## src/rtl/prog_mealy_pkg.sv

```systemverilog
// Shared definitions for the programmable Mealy FSM: default program and cfg status codes.
package prog_mealy_pkg;

  typedef enum logic {
    CFG_OK        = 1'b0,
    CFG_ERR_RANGE = 1'b1
  } cfg_status_e;

  // Default program: hold on '0', count on '1', pulse on the wrap from the last state.
  function automatic int default_next(input int s, input int b, input int n);
    return (b != 0) ? ((s + 1) % n) : s;
  endfunction

  function automatic int default_out(input int s, input int b, input int n);
    return ((b != 0) && (s == n - 1)) ? 1 : 0;
  endfunction

endpackage

```

## src/rtl/prog_mealy_tbl.sv

```systemverilog
// Register table of 2*NUM_STATES {next,out} entries with a range-checked write port
// and one combinational read port addressed by {state,in}.
module prog_mealy_tbl
  import prog_mealy_pkg::*;
#(
  parameter int NUM_STATES = 8,
  parameter int OUT_W      = 1,
  parameter int STATE_W    = 3
) (
  input  logic               clk,
  input  logic               reset,
  input  logic               we,
  input  logic [STATE_W:0]   wr_addr,
  input  logic [STATE_W-1:0] wr_next,
  input  logic [OUT_W-1:0]   wr_out,
  input  logic [STATE_W:0]   rd_addr,
  output logic [STATE_W-1:0] rd_next,
  output logic [OUT_W-1:0]   rd_out,
  output logic               err
);

  localparam int ENTRIES = 2 * NUM_STATES;
  localparam logic [STATE_W:0] LIMIT = (STATE_W+1)'(NUM_STATES);

  logic [STATE_W-1:0] next_tbl [ENTRIES];
  logic [OUT_W-1:0]   out_tbl  [ENTRIES];
  cfg_status_e        status;

  // Rejecting bad next values keeps every reachable state below NUM_STATES.
  always_comb begin
    status = CFG_OK;
    if (({1'b0, wr_next} >= LIMIT) || ({1'b0, wr_addr[STATE_W:1]} >= LIMIT))
      status = CFG_ERR_RANGE;
  end

  always_ff @(posedge clk) begin
    if (!reset) begin
      for (int i = 0; i < ENTRIES; i++) begin
        next_tbl[i] <= STATE_W'(default_next(i / 2, i % 2, NUM_STATES));
        out_tbl[i]  <= OUT_W'(default_out(i / 2, i % 2, NUM_STATES));
      end
      err <= 1'b0;
    end else begin
      err <= we && (status == CFG_ERR_RANGE);
      if (we && (status == CFG_OK)) begin
        next_tbl[wr_addr] <= wr_next;
        out_tbl[wr_addr]  <= wr_out;
      end
    end
  end

  assign rd_next = next_tbl[rd_addr];
  assign rd_out  = out_tbl[rd_addr];

endmodule

```

## src/rtl/prog_mealy_fsm.sv

```systemverilog
// Table-driven Mealy FSM with a 1-bit serial input and run-time programmable tables.
// Define PROG_MEALY_REG_OUT_EN to register out (one cycle of latency).
module prog_mealy_fsm
  import prog_mealy_pkg::*;
#(
  parameter  int NUM_STATES  = 8,
  parameter  int OUT_W       = 1,
  parameter  int RESET_STATE = 0,
  localparam int STATE_W     = $clog2(NUM_STATES)
) (
  input  logic               clk,
  input  logic               reset,
  input  logic               in,
  input  logic               en,
  output logic [OUT_W-1:0]   out,
  output logic [STATE_W-1:0] state,
  input  logic               cfg_we,
  input  logic [STATE_W:0]   cfg_addr,
  input  logic [STATE_W-1:0] cfg_next,
  input  logic [OUT_W-1:0]   cfg_out,
  output logic               cfg_err
);

  logic [STATE_W-1:0] tbl_next;
  logic [OUT_W-1:0]   tbl_out;
  logic [OUT_W-1:0]   mealy_out;

  prog_mealy_tbl #(
    .NUM_STATES(NUM_STATES),
    .OUT_W     (OUT_W),
    .STATE_W   (STATE_W)
  ) u_tbl (
    .clk    (clk),
    .reset  (reset),
    .we     (cfg_we),
    .wr_addr(cfg_addr),
    .wr_next(cfg_next),
    .wr_out (cfg_out),
    .rd_addr({state, in}),
    .rd_next(tbl_next),
    .rd_out (tbl_out),
    .err    (cfg_err)
  );

  assign mealy_out = en ? tbl_out : '0;

  always_ff @(posedge clk) begin
    if (!reset)  state <= STATE_W'(RESET_STATE);
    else if (en) state <= tbl_next;
  end

`ifdef PROG_MEALY_REG_OUT_EN
  always_ff @(posedge clk) begin
    if (!reset) out <= '0;
    else        out <= mealy_out;
  end
`else
  assign out = mealy_out;
`endif

endmodule

```

## config.mk

```make
export PLATFORM = sky130hd
export DESIGN_NAME = prog_mealy_fsm
export DESIGN_NICKNAME = d
export VERILOG_FILES = /design/src/rtl/prog_mealy_pkg.sv /design/src/rtl/prog_mealy_tbl.sv /design/src/rtl/prog_mealy_fsm.sv
export SDC_FILE = /design/constraint.sdc
export NUM_CORES = 1
export LEC_CHECK = 0
export CELL_PAD_IN_SITES_DETAIL_PLACEMENT = 0
export CELL_PAD_IN_SITES_GLOBAL_PLACEMENT = 1
export CORE_MARGIN = 8
export CORE_UTILIZATION = 49
export DETAILED_ROUTE_END_ITERATION = 10
export GPL_TIMING_DRIVEN = 0
export PLACE_DENSITY = 0.76
export SYNTH_ARGS = -nofsm -noshare
export SYNTH_HDL_FRONTEND = slang
export SYNTH_HIERARCHICAL = 1
export SYNTH_SLANG_ARGS = --single-unit
```

## constraint.sdc

```tcl
create_clock -name clk -period 1.8 [get_ports clk]
set_input_delay 0.27 -clock clk [delete_from_list [all_inputs] [get_ports clk]]
set_output_delay 0.27 -clock clk [all_outputs]
set_load 0.05 [all_outputs]
```

==> flow_metrics.py <==
metrics = {
    "cells_and_area": {
        "insertedDiodeCount": 0,
        "instances_no_fill": 367,
        "synthToLayoutAreaGrowth_pct": 15.43,
        "post_layout_util_pct": 57.06,
        "final_layout_size_suffix_gt1_share_pct": 16.03,
        "final_net_count": 295,
    },
    "synthesis": {
        "post_synth_main_area_contributors": "sky130_fd_sc_hd__edfxtp_1 45%, sky130_fd_sc_hd__mux4_1 12%, sky130_fd_sc_hd__dfxtp_1 11%, sky130_fd_sc_hd__or3_1 3.2%, sky130_fd_sc_hd__and3_1 3.0%",
        "async_reset_ff_share_pct": 0,
        "synth-edff-count": 49,
        "yosys_warnings": 6,
        "synth.cells.most_frequent": "49 x sky130_fd_sc_hd__edfxtp_1, 19 x sky130_fd_sc_hd__nand2_1, 18 x sky130_fd_sc_hd__dfxtp_1",
        "synth_seq_cells": 67,
        "yosys.cell_types.count": 34,
        "synthDominantAreaCellType": "sky130_fd_sc_hd__edfxtp_1",
        "yosys.area.top_type_share_pct": 44.80,
        "post_synth_inst_count": 255,
        "synthMostInstantiatedCell": "sky130_fd_sc_hd__edfxtp_1",
        "synth_fp_nets": 268,
        "post_synth_instance_area_um2": 3284,
        "dominant_synthesized_flop_cell": "sky130_fd_sc_hd__edfxtp_1",
        "syn_area_per_cell_um2": 12.88,
        "synth_sequential_area_ratio_pct": 55.77,
    },
    "detailed_routing": {
        "drt-wirelength-per-cell_um": 20.41,
        "via_count": 2125,
        "drt_wl_total_um": 7489,
        "drc": 0,
        "detail_route.iter0.violations": 152,
        "drt-pass1-iter-count": 4,
        "post_drt_via_cell_ratio": 5.790,
        "ant_nets": 0,
    },
    "worst_setup_path": {
        "cp_arrival_ns": 1.90,
        "worstPathMaxFanout": 6,
        "critPathCaptureType": "output pin",
        "cp_data_required_time_ns": 1.53,
        "timing_worst_setup_path_type": "reg2out",
        "critical_path.max_stage_delay_ns": 0.56,
        "cp_top_family": "multiplexers",
        "r2r_cells": 6,
        "ff2ff_setup_slack_ns": 0.23,
        "startpoint_type": "flop",
        "timing.critical_path.slowest_stage_cell": "sky130_fd_sc_hd__mux4_2",
        "crit_cells": 5,
        "crit_path_cell_trace": "mux4_2, a22oi_2, nand3_1, and2_4, buf_8",
        "path_buf_inv": 1,
    },
    "die": {
        "initial_utilization_pct": 49.44,
        "chipHeight_um": 97.87,
        "fp.dieArea_um2": 9579,
        "design.core.area_um2": 6644,
        "die_width_um": 97.87,
        "io-pin-count": 18,
        "placement_rows": 30,
    },
    "clock_network": {
        "clock_tree.buffer_depth": 2,
        "cts.root.buffer_cell": "sky130_fd_sc_hd__clkbuf_8",
        "cts_tree": "done",
        "clk-insertion-delay-late_ns": 0.34,
        "depth_of_the_cts_h_tree": 3,
        "clkTransAtPathRegs_ns": 0.07,
        "post_cts_hold_buffer_count": 0,
        "cts_inserted_buffers": 9,
        "cts.sinks": 67,
    },
    "global_routing": {
        "grt_first_pass_wirelength_um": 12120,
        "first_global_vias": 2159,
        "grt_usage_pct": 16.62,
        "grt_overflow_total": 0,
        "largest_net_degree_at_the_start_of_global_routing": 12,
        "grt_antenna_before_repair": 0,
    },
    "sta": {
        "tightestPinTransition_ns": 0.5889,
        "timing.final.setup_violations": 1,
        "timing.setup.tns_ns": -0.3679,
        "grt_setup_unrepaired": "true",
        "fmax_mhz": 461.3,
        "whs_ns": 0.3045,
        "fin_worst_skew_ns": 0.01133,
        "final_hold_vios": 0,
        "timing.final.crit_share_pct": 120.4,
        "maxSlewHeadroom_pct": 60.74,
        "final_max_slew_viol_count": 0,
        "final.setup.worst_slack_ns": -0.3679,
        "final_critical_period_ns": 2.168,
    },
    "min_path": {
        "hold-path-cell-count": 2,
        "hp-class": "in2reg",
    },
    "run": {
        "cap_viol_max_count": 0,
    },
    "place": {
        "dp_cells": 348,
        "place_ws_ns": -0.9202,
        "hpwlAfterDp_um": 5491,
        "port_buffers": 13,
        "finalWeightedCongestion": 0.7968,
    },
    "status": {
        "violations": "negative setup slack",
        "outcome": "finished with violations",
    },
    "power": {
        "power_leakage_nw": 1.391,
        "p_per_area_nw_per_um2": 899.9,
        "worst_ir_drop_vdd_uv": 384.4,
    },
}
logic make-up after synthesis:
kind of cell,synth area share [%]
compound gates,5.790
mux,15.12
simple gates,19.43
flops,55.77
buf+inv,3.771
other cells,0.1142
power breakdown:
group / total, W / switching, W / internal (W)
clock: 0.00121 / 0.000536 / 0.000673
combinational: 0.000427 / 0.000249 / 0.000177
sequential: 0.00178 / 0.0000438 / 0.00173
total: 0.00341 / 0.000829 / 0.00258
registers in the layout (all words and copies together), names as in the netlist:
name and cells:
u_tbl/next_tbl 48, u_tbl/out_tbl 16, state 3
worst register-to-register path, cell delays in order (launching register included):
cell and delay, ns:
sky130_fd_sc_hd__dfxtp_4 0.40, sky130_fd_sc_hd__clkbuf_4 0.24, sky130_fd_sc_hd__mux4_1 0.30, sky130_fd_sc_hd__a22oi_1 0.21, sky130_fd_sc_hd__nand3_1 0.11, sky130_fd_sc_hd__mux2i_1 0.14
sky130_fd_sc_hd__nor2b_1 0.05
layer usage:
layer / vias up / share of wire, % / GRT usage [%]
met3: 13 / 6.4 / 4.267
met2: 67 / 44 / 24.66
met1: 1012 / 48 / 22.62
met4: 0 / 2.1 / 6.595
met5: - / 0 / 0
li1: 1033 / - / -
cell usage in the layout (no fill, tap or decap), types with 3 or more instances in the layout:
cell type | netlist | routed
sky130_fd_sc_hd__o211ai_1 | 6 | 6
sky130_fd_sc_hd__nand2b_1 | 12 | 12
sky130_fd_sc_hd__clkbuf_1 | 11 | 13
sky130_fd_sc_hd__dfxtp_1 | 18 | 17
sky130_fd_sc_hd__o21ai_1 | 0 | 3
sky130_fd_sc_hd__nor2_1 | 5 | 5
sky130_fd_sc_hd__nor2b_1 | 8 | 7
sky130_fd_sc_hd__o31ai_1 | 6 | 6
sky130_fd_sc_hd__mux4_1 | 15 | 14
sky130_fd_sc_hd__clkdlybuf4s50_1 | 0 | 8
sky130_fd_sc_hd__or3_1 | 17 | 17
sky130_fd_sc_hd__mux2i_1 | 8 | 8
sky130_fd_sc_hd__clkbuf_8 | 0 | 10
sky130_fd_sc_hd__nand3_1 | 12 | 12
sky130_fd_sc_hd__buf_2 | 7 | 3
sky130_fd_sc_hd__and3_1 | 16 | 16
sky130_fd_sc_hd__o21ai_2 | 0 | 5
sky130_fd_sc_hd__nand2_1 | 19 | 19
sky130_fd_sc_hd__dlygate4sd2_1 | 0 | 3
sky130_fd_sc_hd__buf_4 | 1 | 7
sky130_fd_sc_hd__edfxtp_1 | 49 | 49
sky130_fd_sc_hd__o21ai_0 | 13 | 4
sky130_fd_sc_hd__and2_1 | 9 | 9
area by class of cell:
cell class	instances	area (um2)
Fill cell	570	2853
Sequential cell	67	1836
Multi-Input combinational cell	165	1374
Timing Repair Buffer	17	163.9
Clock buffer	13	148.9
Buffer	21	126.4
Tap cell	80	100.1
Clock inverter	3	38.79
Inverter	1	3.754
what timing repair did:
item                                    4_1_cts  5_1_grt
pin swaps                                     3        2
endpoints found under the setup margin       48       42
resized for setup                            33        4
buffers inserted                              4        0
stage by stage:
step,power [W],instance area [um2]
CTS,0.003428,3790
floorplan,0.002078,3292
finish,0.003412,3791
global route,0.003531,3791
detailed placement,0.002226,3522
global placement,0.002217,3522
final timing paths:
kind / endpoint / start
setup / recovery: out / state[0]
hold / removal: state[0] / reset
setup reg to reg: state[0] / state[0]
hold reg to reg: u_tbl/out_tbl[7] / u_tbl/out_tbl[7]
Note: power is estimated with default switching activity, not from simulation.
